**src/rtl/wb_test_slave.sv**
```systemverilog
// wb_test_slave: Wishbone B4 test responder with a small word RAM,
// programmable wait states and registered-feedback bursts.
module wb_test_slave #(
  parameter int                       WB_ADDR_WIDTH = 32,
  parameter int                       WB_DATA_WIDTH = 32,
  parameter int                       DEPTH         = 16,
  parameter logic [WB_ADDR_WIDTH-1:0] BASE_ADDR     = '0,
  parameter int                       WAIT_STATES   = 1
) (
  input  logic                     WB_CLK_I,
  input  logic                     WB_RST_I,
  input  logic [WB_ADDR_WIDTH-1:0] WB_ADR_I,
  input  logic [WB_DATA_WIDTH-1:0] WB_DAT_I,
  output logic [WB_DATA_WIDTH-1:0] WB_DAT_O,
  input  logic                     WB_WE_I,
  input  logic                     WB_STB_I,
  input  logic                     WB_CYC_I,
  input  logic [2:0]               WB_CTI_I,
  output logic                     WB_ACK_O,
  output logic                     WB_ERR_O,
  output logic                     WB_RTY_O,
  output logic                     WB_STALL_O
);

  localparam int AW = WB_ADDR_WIDTH;
  localparam int DW = WB_DATA_WIDTH;
  localparam int IW = (DEPTH > 1) ? $clog2(DEPTH) : 1;
  localparam int CW = AW + 32;
  localparam logic [3:0] WS = 4'(WAIT_STATES);

  typedef enum logic [1:0] {
    S_IDLE,
    S_WAIT,
    S_RESP,
    S_BURST
  } state_t;

  state_t        r_state;
  state_t        w_state_nxt;
  logic [3:0]    r_cnt;
  logic [3:0]    w_cnt_nxt;
  logic          r_ack_q;
  logic          w_ack_nxt;
  logic          r_err_q;
  logic          w_err_nxt;
  logic [AW-1:0] r_adr;
  logic [AW-1:0] w_adr_nxt;
  logic          r_we;
  logic          w_we_nxt;
  logic [DW-1:0] r_dat;
  logic [DW-1:0] w_dat_nxt;
  logic          r_inr;
  logic          w_inr_nxt;
  logic [DW-1:0] r_dat_o;
  logic [DW-1:0] w_dat_o_nxt;
  logic [DW-1:0] r_mem [DEPTH];

  logic          w_req;
  logic          w_bus_inr;
  logic          w_cti_more;
  logic [AW-1:0] w_nadr;
  logic          w_nadr_inr;
  logic          w_go;
  logic [AW-1:0] w_go_adr;
  logic          w_go_we;
  logic [DW-1:0] w_go_dat;
  logic          w_go_inr;
  logic [IW-1:0] w_go_idx;
  logic          w_mem_we;

  function automatic logic in_range(input logic [AW-1:0] a);
    logic [AW-1:0] off;
    off = a - BASE_ADDR;
    return CW'(off) < CW'(unsigned'(DEPTH));
  endfunction

  assign w_req      = WB_STB_I & WB_CYC_I;
  assign w_bus_inr  = in_range(WB_ADR_I);
  assign w_cti_more = (WB_CTI_I == 3'b001) || (WB_CTI_I == 3'b010);
  assign w_nadr     = (WB_CTI_I == 3'b001) ? r_adr : r_adr + 1'b1;
  assign w_nadr_inr = in_range(w_nadr);

  always_comb begin
    w_state_nxt = r_state;
    w_cnt_nxt   = r_cnt;
    w_ack_nxt   = r_ack_q;
    w_err_nxt   = r_err_q;
    w_adr_nxt   = r_adr;
    w_we_nxt    = r_we;
    w_dat_nxt   = r_dat;
    w_inr_nxt   = r_inr;
    w_dat_o_nxt = r_dat_o;
    w_go        = 1'b0;
    w_go_adr    = r_adr;
    w_go_we     = r_we;
    w_go_dat    = r_dat;
    w_go_inr    = r_inr;
    if (!WB_CYC_I) begin
      w_state_nxt = S_IDLE;
      w_cnt_nxt   = '0;
      w_ack_nxt   = 1'b0;
      w_err_nxt   = 1'b0;
      w_dat_o_nxt = '0;
    end else begin
      unique case (r_state)
        S_IDLE: begin
          if (w_req) begin
            w_adr_nxt = WB_ADR_I;
            w_we_nxt  = WB_WE_I;
            w_dat_nxt = WB_DAT_I;
            w_inr_nxt = w_bus_inr;
            if (WS == 4'd0) begin
              w_state_nxt = S_RESP;
              w_go        = 1'b1;
              w_go_adr    = WB_ADR_I;
              w_go_we     = WB_WE_I;
              w_go_dat    = WB_DAT_I;
              w_go_inr    = w_bus_inr;
            end else begin
              w_state_nxt = S_WAIT;
              w_cnt_nxt   = WS;
            end
          end
        end
        S_WAIT: begin
          if (r_cnt <= 4'd1) begin
            w_cnt_nxt   = '0;
            w_state_nxt = S_RESP;
            w_go        = 1'b1;
          end else begin
            w_cnt_nxt = r_cnt - 4'd1;
          end
        end
        S_RESP, S_BURST: begin
          // Next beat is taken speculatively on the edge ending this one.
          if (w_req && !r_err_q && w_cti_more) begin
            w_state_nxt = S_BURST;
            w_adr_nxt   = w_nadr;
            w_we_nxt    = WB_WE_I;
            w_dat_nxt   = WB_DAT_I;
            w_inr_nxt   = w_nadr_inr;
            w_go        = 1'b1;
            w_go_adr    = w_nadr;
            w_go_we     = WB_WE_I;
            w_go_dat    = WB_DAT_I;
            w_go_inr    = w_nadr_inr;
          end else begin
            w_state_nxt = S_IDLE;
            w_ack_nxt   = 1'b0;
            w_err_nxt   = 1'b0;
            w_dat_o_nxt = '0;
          end
        end
        default: begin
          w_state_nxt = S_IDLE;
        end
      endcase
    end
    if (w_go) begin
      w_ack_nxt   = w_go_inr;
      w_err_nxt   = !w_go_inr;
      w_dat_o_nxt = (w_go_inr && !w_go_we) ? r_mem[w_go_idx] : '0;
    end
  end

  assign w_go_idx = IW'(w_go_adr - BASE_ADDR);
  assign w_mem_we = w_go & w_go_inr & w_go_we & !WB_RST_I;

  always_ff @(posedge WB_CLK_I or posedge WB_RST_I) begin
    if (WB_RST_I) begin
      r_state <= S_IDLE;
      r_cnt   <= '0;
      r_ack_q <= 1'b0;
      r_err_q <= 1'b0;
      r_adr   <= '0;
      r_we    <= 1'b0;
      r_dat   <= '0;
      r_inr   <= 1'b0;
      r_dat_o <= '0;
    end else begin
      r_state <= w_state_nxt;
      r_cnt   <= w_cnt_nxt;
      r_ack_q <= w_ack_nxt;
      r_err_q <= w_err_nxt;
      r_adr   <= w_adr_nxt;
      r_we    <= w_we_nxt;
      r_dat   <= w_dat_nxt;
      r_inr   <= w_inr_nxt;
      r_dat_o <= w_dat_o_nxt;
    end
  end

  // RAM contents survive reset.
  always_ff @(posedge WB_CLK_I) begin
    if (w_mem_we) begin
      r_mem[w_go_idx] <= w_go_dat;
    end
  end

  assign WB_DAT_O   = r_dat_o;
  assign WB_ACK_O   = r_ack_q & w_req;
  assign WB_ERR_O   = r_err_q & w_req;
  assign WB_RTY_O   = 1'b0;
  assign WB_STALL_O = (r_state == S_WAIT);

endmodule
```
**config.mk**
```make
export PLATFORM = sky130hd
export DESIGN_NAME = wb_test_slave
export DESIGN_NICKNAME = d
export VERILOG_FILES = /design/src/rtl/wb_test_slave.sv
export SDC_FILE = /design/constraint.sdc
export NUM_CORES = 1
export LEC_CHECK = 0
export ABC_AREA = 1
export CORE_UTILIZATION = 35
export CTS_CLUSTER_DIAMETER = 80
export DETAILED_ROUTE_END_ITERATION = 16
export SYNTH_ARGS = -nofsm -noshare
export SYNTH_HDL_FRONTEND = slang
export SYNTH_SLANG_ARGS = --single-unit
```
**constraint.sdc**
```tcl
create_clock -name WB_CLK_I -period 8.4 [get_ports WB_CLK_I]
set_input_delay 1.68 -clock WB_CLK_I [delete_from_list [all_inputs] [get_ports WB_CLK_I]]
set_output_delay 1.68 -clock WB_CLK_I [all_outputs]
set_load 0.005 [all_outputs]
```
### Yosys cells after proc, flatten, opt, wreduce, memory -nomap -nowiden

Memories as Yosys holds them, arrays and structs flattened.
Index checks and enable logic that the tools add are counted.

| storage, ports and cells | value |
|---|---|
| register bits | 106 |
| RAM bits | 512 |
| output and inout bits | 36 |
| memories kept | 1 |

| operators by class | value |
|---|---|
| add/subtract/negate cells | 2 |
| $lt $le $gt $ge | 3 |
| eq/ne operators | 11 |
| mux-type cells | 46 |
| bitwise logic cells | 6 |
| reduce and logical (&&, ||, !) cells | 15 |

Memory list:

| name | depth | width | rd ports | clocked after memory_dff | write ports | RTL line | RTL |
|---|---|---|---|---|---|---|---|
| r_mem | 16 | 32 | 1 | 0 | 1 | 56 | `logic [DW-1:0] r_mem [DEPTH];` |

Operators by type and width:

| cell | number |
|---|---|
| 32-bit 2-to-1 mux | 12 |
| 32-bit one-hot mux with 2 select lines | 2 |
| 32-bit by 5-bit < comparator with 1-bit output, second input constant | 2 |
| 32-bit by 1-bit adder with 32-bit output, second input constant | 1 |
| 4-bit 2-to-1 mux | 5 |
| 1-bit 2-to-1 mux | 18 |
| 2-bit 2-to-1 mux | 4 |
| 4-bit one-hot mux with 2 select lines | 1 |
| 1-bit AND | 6 |
| 3-bit by 1-bit != test with 1-bit output, second input constant | 2 |
| 3-bit != test, second input constant | 2 |
| 1-bit one-hot mux with 2 select lines | 3 |
| 2-bit one-hot mux with 3 select lines | 1 |
| 2-bit AND reduction | 3 |
| 2-bit equality test, second input constant | 2 |
| 4-bit by 1-bit less-or-equal comparator with 1-bit output, second input constant | 1 |
| 1-bit zero test | 4 |
| 4-bit by 1-bit subtractor with 4-bit output, second input constant | 1 |
| 3-bit by 1-bit equality test with 1-bit output, second input constant | 1 |
| 3-bit by 2-bit equality test with 1-bit output, second input constant | 1 |
| 1-bit logical AND | 3 |
| 3-bit by 2-bit != test with 1-bit output, second input constant | 1 |
| 3-bit AND reduction | 1 |
| 2-bit by 1-bit equality test with 1-bit output, second input constant | 1 |
| 5 further kinds | 5 |

### Longest topological paths before layout

| depth | value |
|---|---|
| word-level depth | 11 |
| mapped depth | 18 |
| gate-level depth less buffers | 17 |

### Worst setup path before layout

No wires, ideal clock.

| timing path | value |
|---|---|
| kind | input port to flip-flop |
| start | in WB_CTI_I[2] |
| end | mem r_mem[1][0] (netlist bit), enable pin |
| setup time | 0.421 ns |
| data arrival time | 4.400 ns |
| required time | 7.979 ns |
| path slack | 3.579 ns |
| cell stages on the path | 13 |
| buffers on the path | 1 |
| path through | inv_1 > nand2_1 > nor2_1 > nand2_2 > nor2_1 > xor2_1 > nand2_1 > nand2_1 > inv_1 > nor2_4 > buf_2 > nand2_1 > nor2_1 |

| between the ends | value |
|---|---|
| longest elaborated chain between the ends | 11 |
| elaborated cells between the ends (all ways) | 23 |
| classes of those cells | order compare (1); eq/ne (2); mux (15); bitwise (3); reduce/logical (2) |

RTL lines:

| element | RTL line | RTL |
|---|---|---|
| from (decl) | 18 | `input logic [2:0] WB_CTI_I,` |
| 3-bit by 1-bit equality test with 1-bit output or 3-bit by 2-bit equality test with 1-bit output (tied branches) | 79, 80 |  |
| 32-bit 2-to-1 mux or 1-bit logical OR (tied branches) | 80, 79 |  |
| 32-bit by 5-bit < comparator with 1-bit output or 1-bit logical AND (tied branches) | 74, 136 |  |
| 1-bit 2-to-1 mux | n/a |  |
| 1-bit 2-to-1 mux or 1-bit one-hot mux with 2 select lines (tied branches) | 105 | `unique case (r_state)` |
| 1-bit 2-to-1 mux | 98 | `if (!WB_CYC_I) begin` |
| 1-bit AND (3 in series) | 167 | `assign w_mem_we = w_go & w_go_inr & w_go_we & !WB_RST_I;` |
| 1-bit 2-to-1 mux | 195 | `if (w_mem_we) begin` |
| 1-bit 2-to-1 mux (implied by the code) | 196 | `r_mem[w_go_idx] <= w_go_dat;` |
| to (decl) | 56 |  |

Parallel ways exist; a longest one is shown, timed or not.

### Final worst setup path

| timing path | value |
|---|---|
| start | in WB_CTI_I[1] |
| end | mem r_mem[7][15] (netlist bit), enable pin |

Same word-level chain as after synthesis.

==> results.json <==
{
  "cts_setup_buffers": 0,
  "finalSetupViolCount": 0,
  "maxCapViolations": 0,
  "h-tree-depth": 3,
  "yosys.cell_types.count": 39,
  "drtPass1Iterations": 5,
  "final.period_utilization": 0.715,
  "grt_util_met3": 0.0276,
  "required_ps": 8690,
  "antenna_found_initial": 0,
  "met1_usage": 0.271,
  "synth_top_area_cell": "edfxtp_1",
  "num_antenna_cells": 0,
  "top_usage_layer": "met2",
  "path_clk_slew_ps": 50,
  "place_congestion": 0.878,
  "nFillCells": 8031,
  "p_per_area_nw_per_um2": 351,
  "cts_root_buffer": "clkbuf_16",
  "power_leakage_nw": 14.4,
  "layout-drive-gt1-share": 0.0656,
  "avgViaCountPerCell": 4.85,
  "wl_per_cell_um": 18.0,
  "hold_viol_final": 0,
  "clock-sinks": 618,
  "clk-insertion-delay-late_ps": 610,
  "ant_nets": 0,
  "grt_pass1_wl_um": 122000,
  "start_kind": "primary input",
  "drc": 0,
  "final_max_slew_viol_count": 0,
  "vdd_drop_max_uv": 254,
  "synth_area_leaders": "edfxtp_1 53%, nand2_1 16%, dfrtp_1 9.2%",
  "fin_worst_skew_ps": 25.9,
  "ctsResizeCount": 0,
  "row_count": 105,
  "crit_arrival_ps": 6300,
  "ys_warn_count": 0,
  "crit_type": "in -> reg",
  "grt-ovfl-total": 0,
  "initialDrtViolationCount": 1979,
  "wirelength_um": 79200,
  "yosysTopAreaCellShare": 0.531,
  "clockBufferDepth": 3,
  "regToRegSetupSlack_ps": 3290,
  "dieArea_sq_um": 83800,
  "worstSetupEndpointType": "flop",
  "first_global_vias": 20300,
  "final.setup.tns_ps": 0,
  "dr_total_vias": 21400,
  "crit_fanout": 35,
  "layout.nets": 3357,
  "syn_nets": 3267,
  "fin_ws_ps": 2390,
  "synth-seq-cells": 618,
  "areaGrowthSynthToFinish_pct": 15.9,
  "ys_seq_area_frac": 0.623,
  "syn_area_sq_um": 28900,
  "hp-class": "reg -> reg",
  "portBuffers": 106,
  "worst_pin_slew_ps": 1250,
  "synth_cells": 3192,
  "io_pins": 108,
  "start_util": 0.353,
  "synth_area_per_cell_sq_um": 9.07,
  "holdBufCountCts": 0,
  "die_h_um": 290,
  "cts_made_buffers": 71,
  "period_minus_slack_ps": 6010,
  "use_met2": 0.305,
  "rsz0062_at_grt": "false",
  "slew_headroom": 0.165,
  "coreArea_sq_um": 82000,
  "dp_slack_ps": 1800,
  "grt_start_max_net_pins": 200,
  "max_freq_ghz": 0.166,
  "dpl.hpwl_um": 47000,
  "outcome": "complete, no violations",
  "cts_tree": "built",
  "grt_use_total": 0.191,
  "die_w_um": 290
}
## synth_stat cells (all sizes together)
cell	number
ha	3
xnor2	2
o32ai	1
nand3b	1
clkbuf	50
inv	435
a22oi	39
dfrtp	106
o211ai	17
nor4	6
a211oi	20
clkinv	2
nor3	4
o22ai	1
a21oi	56
o21ai	199
buf	100
or4	1
nand3	93
nand2	1213
xor2	10
nor2	277
edfxtp	512
nand4	42
conb	1
or2	1
## metrics by stage
step                      std cells  hold slack [ps]  power (W)  instance area [sq um]   util
after floorplan                3192              449    0.00711                  28900      -
after global placement         4279              465    0.00876                  31300  0.382
after detailed placement       4279              470    0.00880                  31300  0.382
after CTS                      4407              484     0.0119                  33500  0.409
after global routing           4407              503     0.0125                  33500  0.409
final                          4407              477     0.0118                  33500  0.409
## worst max-delay path: stages
cell	delay (ps)
clkdlybuf4s50_1	530
inv_2	80
nand3_4	240
nand2_2	160
nor2_4	180
nand3_2	120
nor2_2	140
xor2_1	200
nand3_1	90
nor2_1	100
nand2_1	120
nand3_2	80
buf_4	490
nand4_4	640
nor2_4	1020
buf_4	380
## per-layer routing
layer / up-vias / routed length, um
li1: 10400 / -
met1: 10200 / 36500
met2: 637 / 36200
met3: 104 / 4890
met4: 0 / 1650
met5: - / 0
## state kept, by name, summed over array words and instances (netlist names), 2 cells and up
| name | cells |
|---|---|
| r_mem | 512 |
| r_state | 2 |
| WB_DAT_O | 32 |
| r_dat | 32 |
| r_cnt | 4 |
| r_adr | 32 |
## worst paths after layout
kind / from / end / cells past startpoint
worst max-delay path: WB_CTI_I[1] / r_mem[7][15] / 16
worst min-delay path: WB_DAT_O[1] / WB_DAT_O[1] / 2
worst max register to register: r_adr[0] / r_mem[7][15] / 17
worst min register to register: WB_DAT_O[1] / WB_DAT_O[1] / 2
max in group asynchronous: WB_RST_I / r_dat[16] / 3
min in group asynchronous: WB_RST_I / WB_DAT_O[25] / 2
## final cells by class
class	count	area, sq um	area share
Sequential cell	618	18000	0.537
Timing Repair Buffer	167	1540	0.0460
Inverter	437	1640	0.0490
Tap cell	1070	1340	0.0399
Multi-Input combinational cell	1987	8730	0.260
Clock inverter	34	310	0.00925
Clock buffer	94	1960	0.0583
## where the power goes
group | switching [W] | leakage, nW | internal (W)
sequential | 0.000152 | 5.91 | 0.00402
combinational | 0.00338 | 7.35 | 0.00120
clock | 0.00124 | 1.12 | 0.00179
total | 0.00477 | 14.4 | 0.00701
## cells by family (layout without fill, tap and decap cells)
kind of cell	after synthesis	count (layout)	share of synthesized area
simple gates	1638	1638	0.226
fa+ha+maj	3	3	0.00130
other cells	1	1	0.000130
buf+inv	587	732	0.0812
flops	618	618	0.623
compound gates	333	333	0.0645
xor+xnor	12	12	0.00363
## placed cells by master (no fill, tap or decap), drive strengths merged
| cell type | n |
|---|---|
| bufinv | 5 |
| a211oi | 20 |
| nand2 | 1213 |
| conb | 1 |
| clkinvlp | 2 |
| a21oi | 56 |
| dfrtp | 106 |
| xnor2 | 2 |
| nand3 | 93 |
| clkdlybuf4s50 | 106 |
| nor4 | 6 |
| inv | 437 |
| nand3b | 1 |
| o211ai | 17 |
| nand4 | 42 |
| or4 | 1 |
| a22oi | 39 |
| o21ai | 199 |
| ha | 3 |
| o32ai | 1 |
| nor3 | 4 |
| xor2 | 10 |
| or2 | 1 |
| clkinv | 27 |
| edfxtp | 512 |
| nor2 | 277 |
| o22ai | 1 |
| buf | 61 |
| clkbuf | 94 |
No activity file was read; power rests on OpenSTA's default activity.
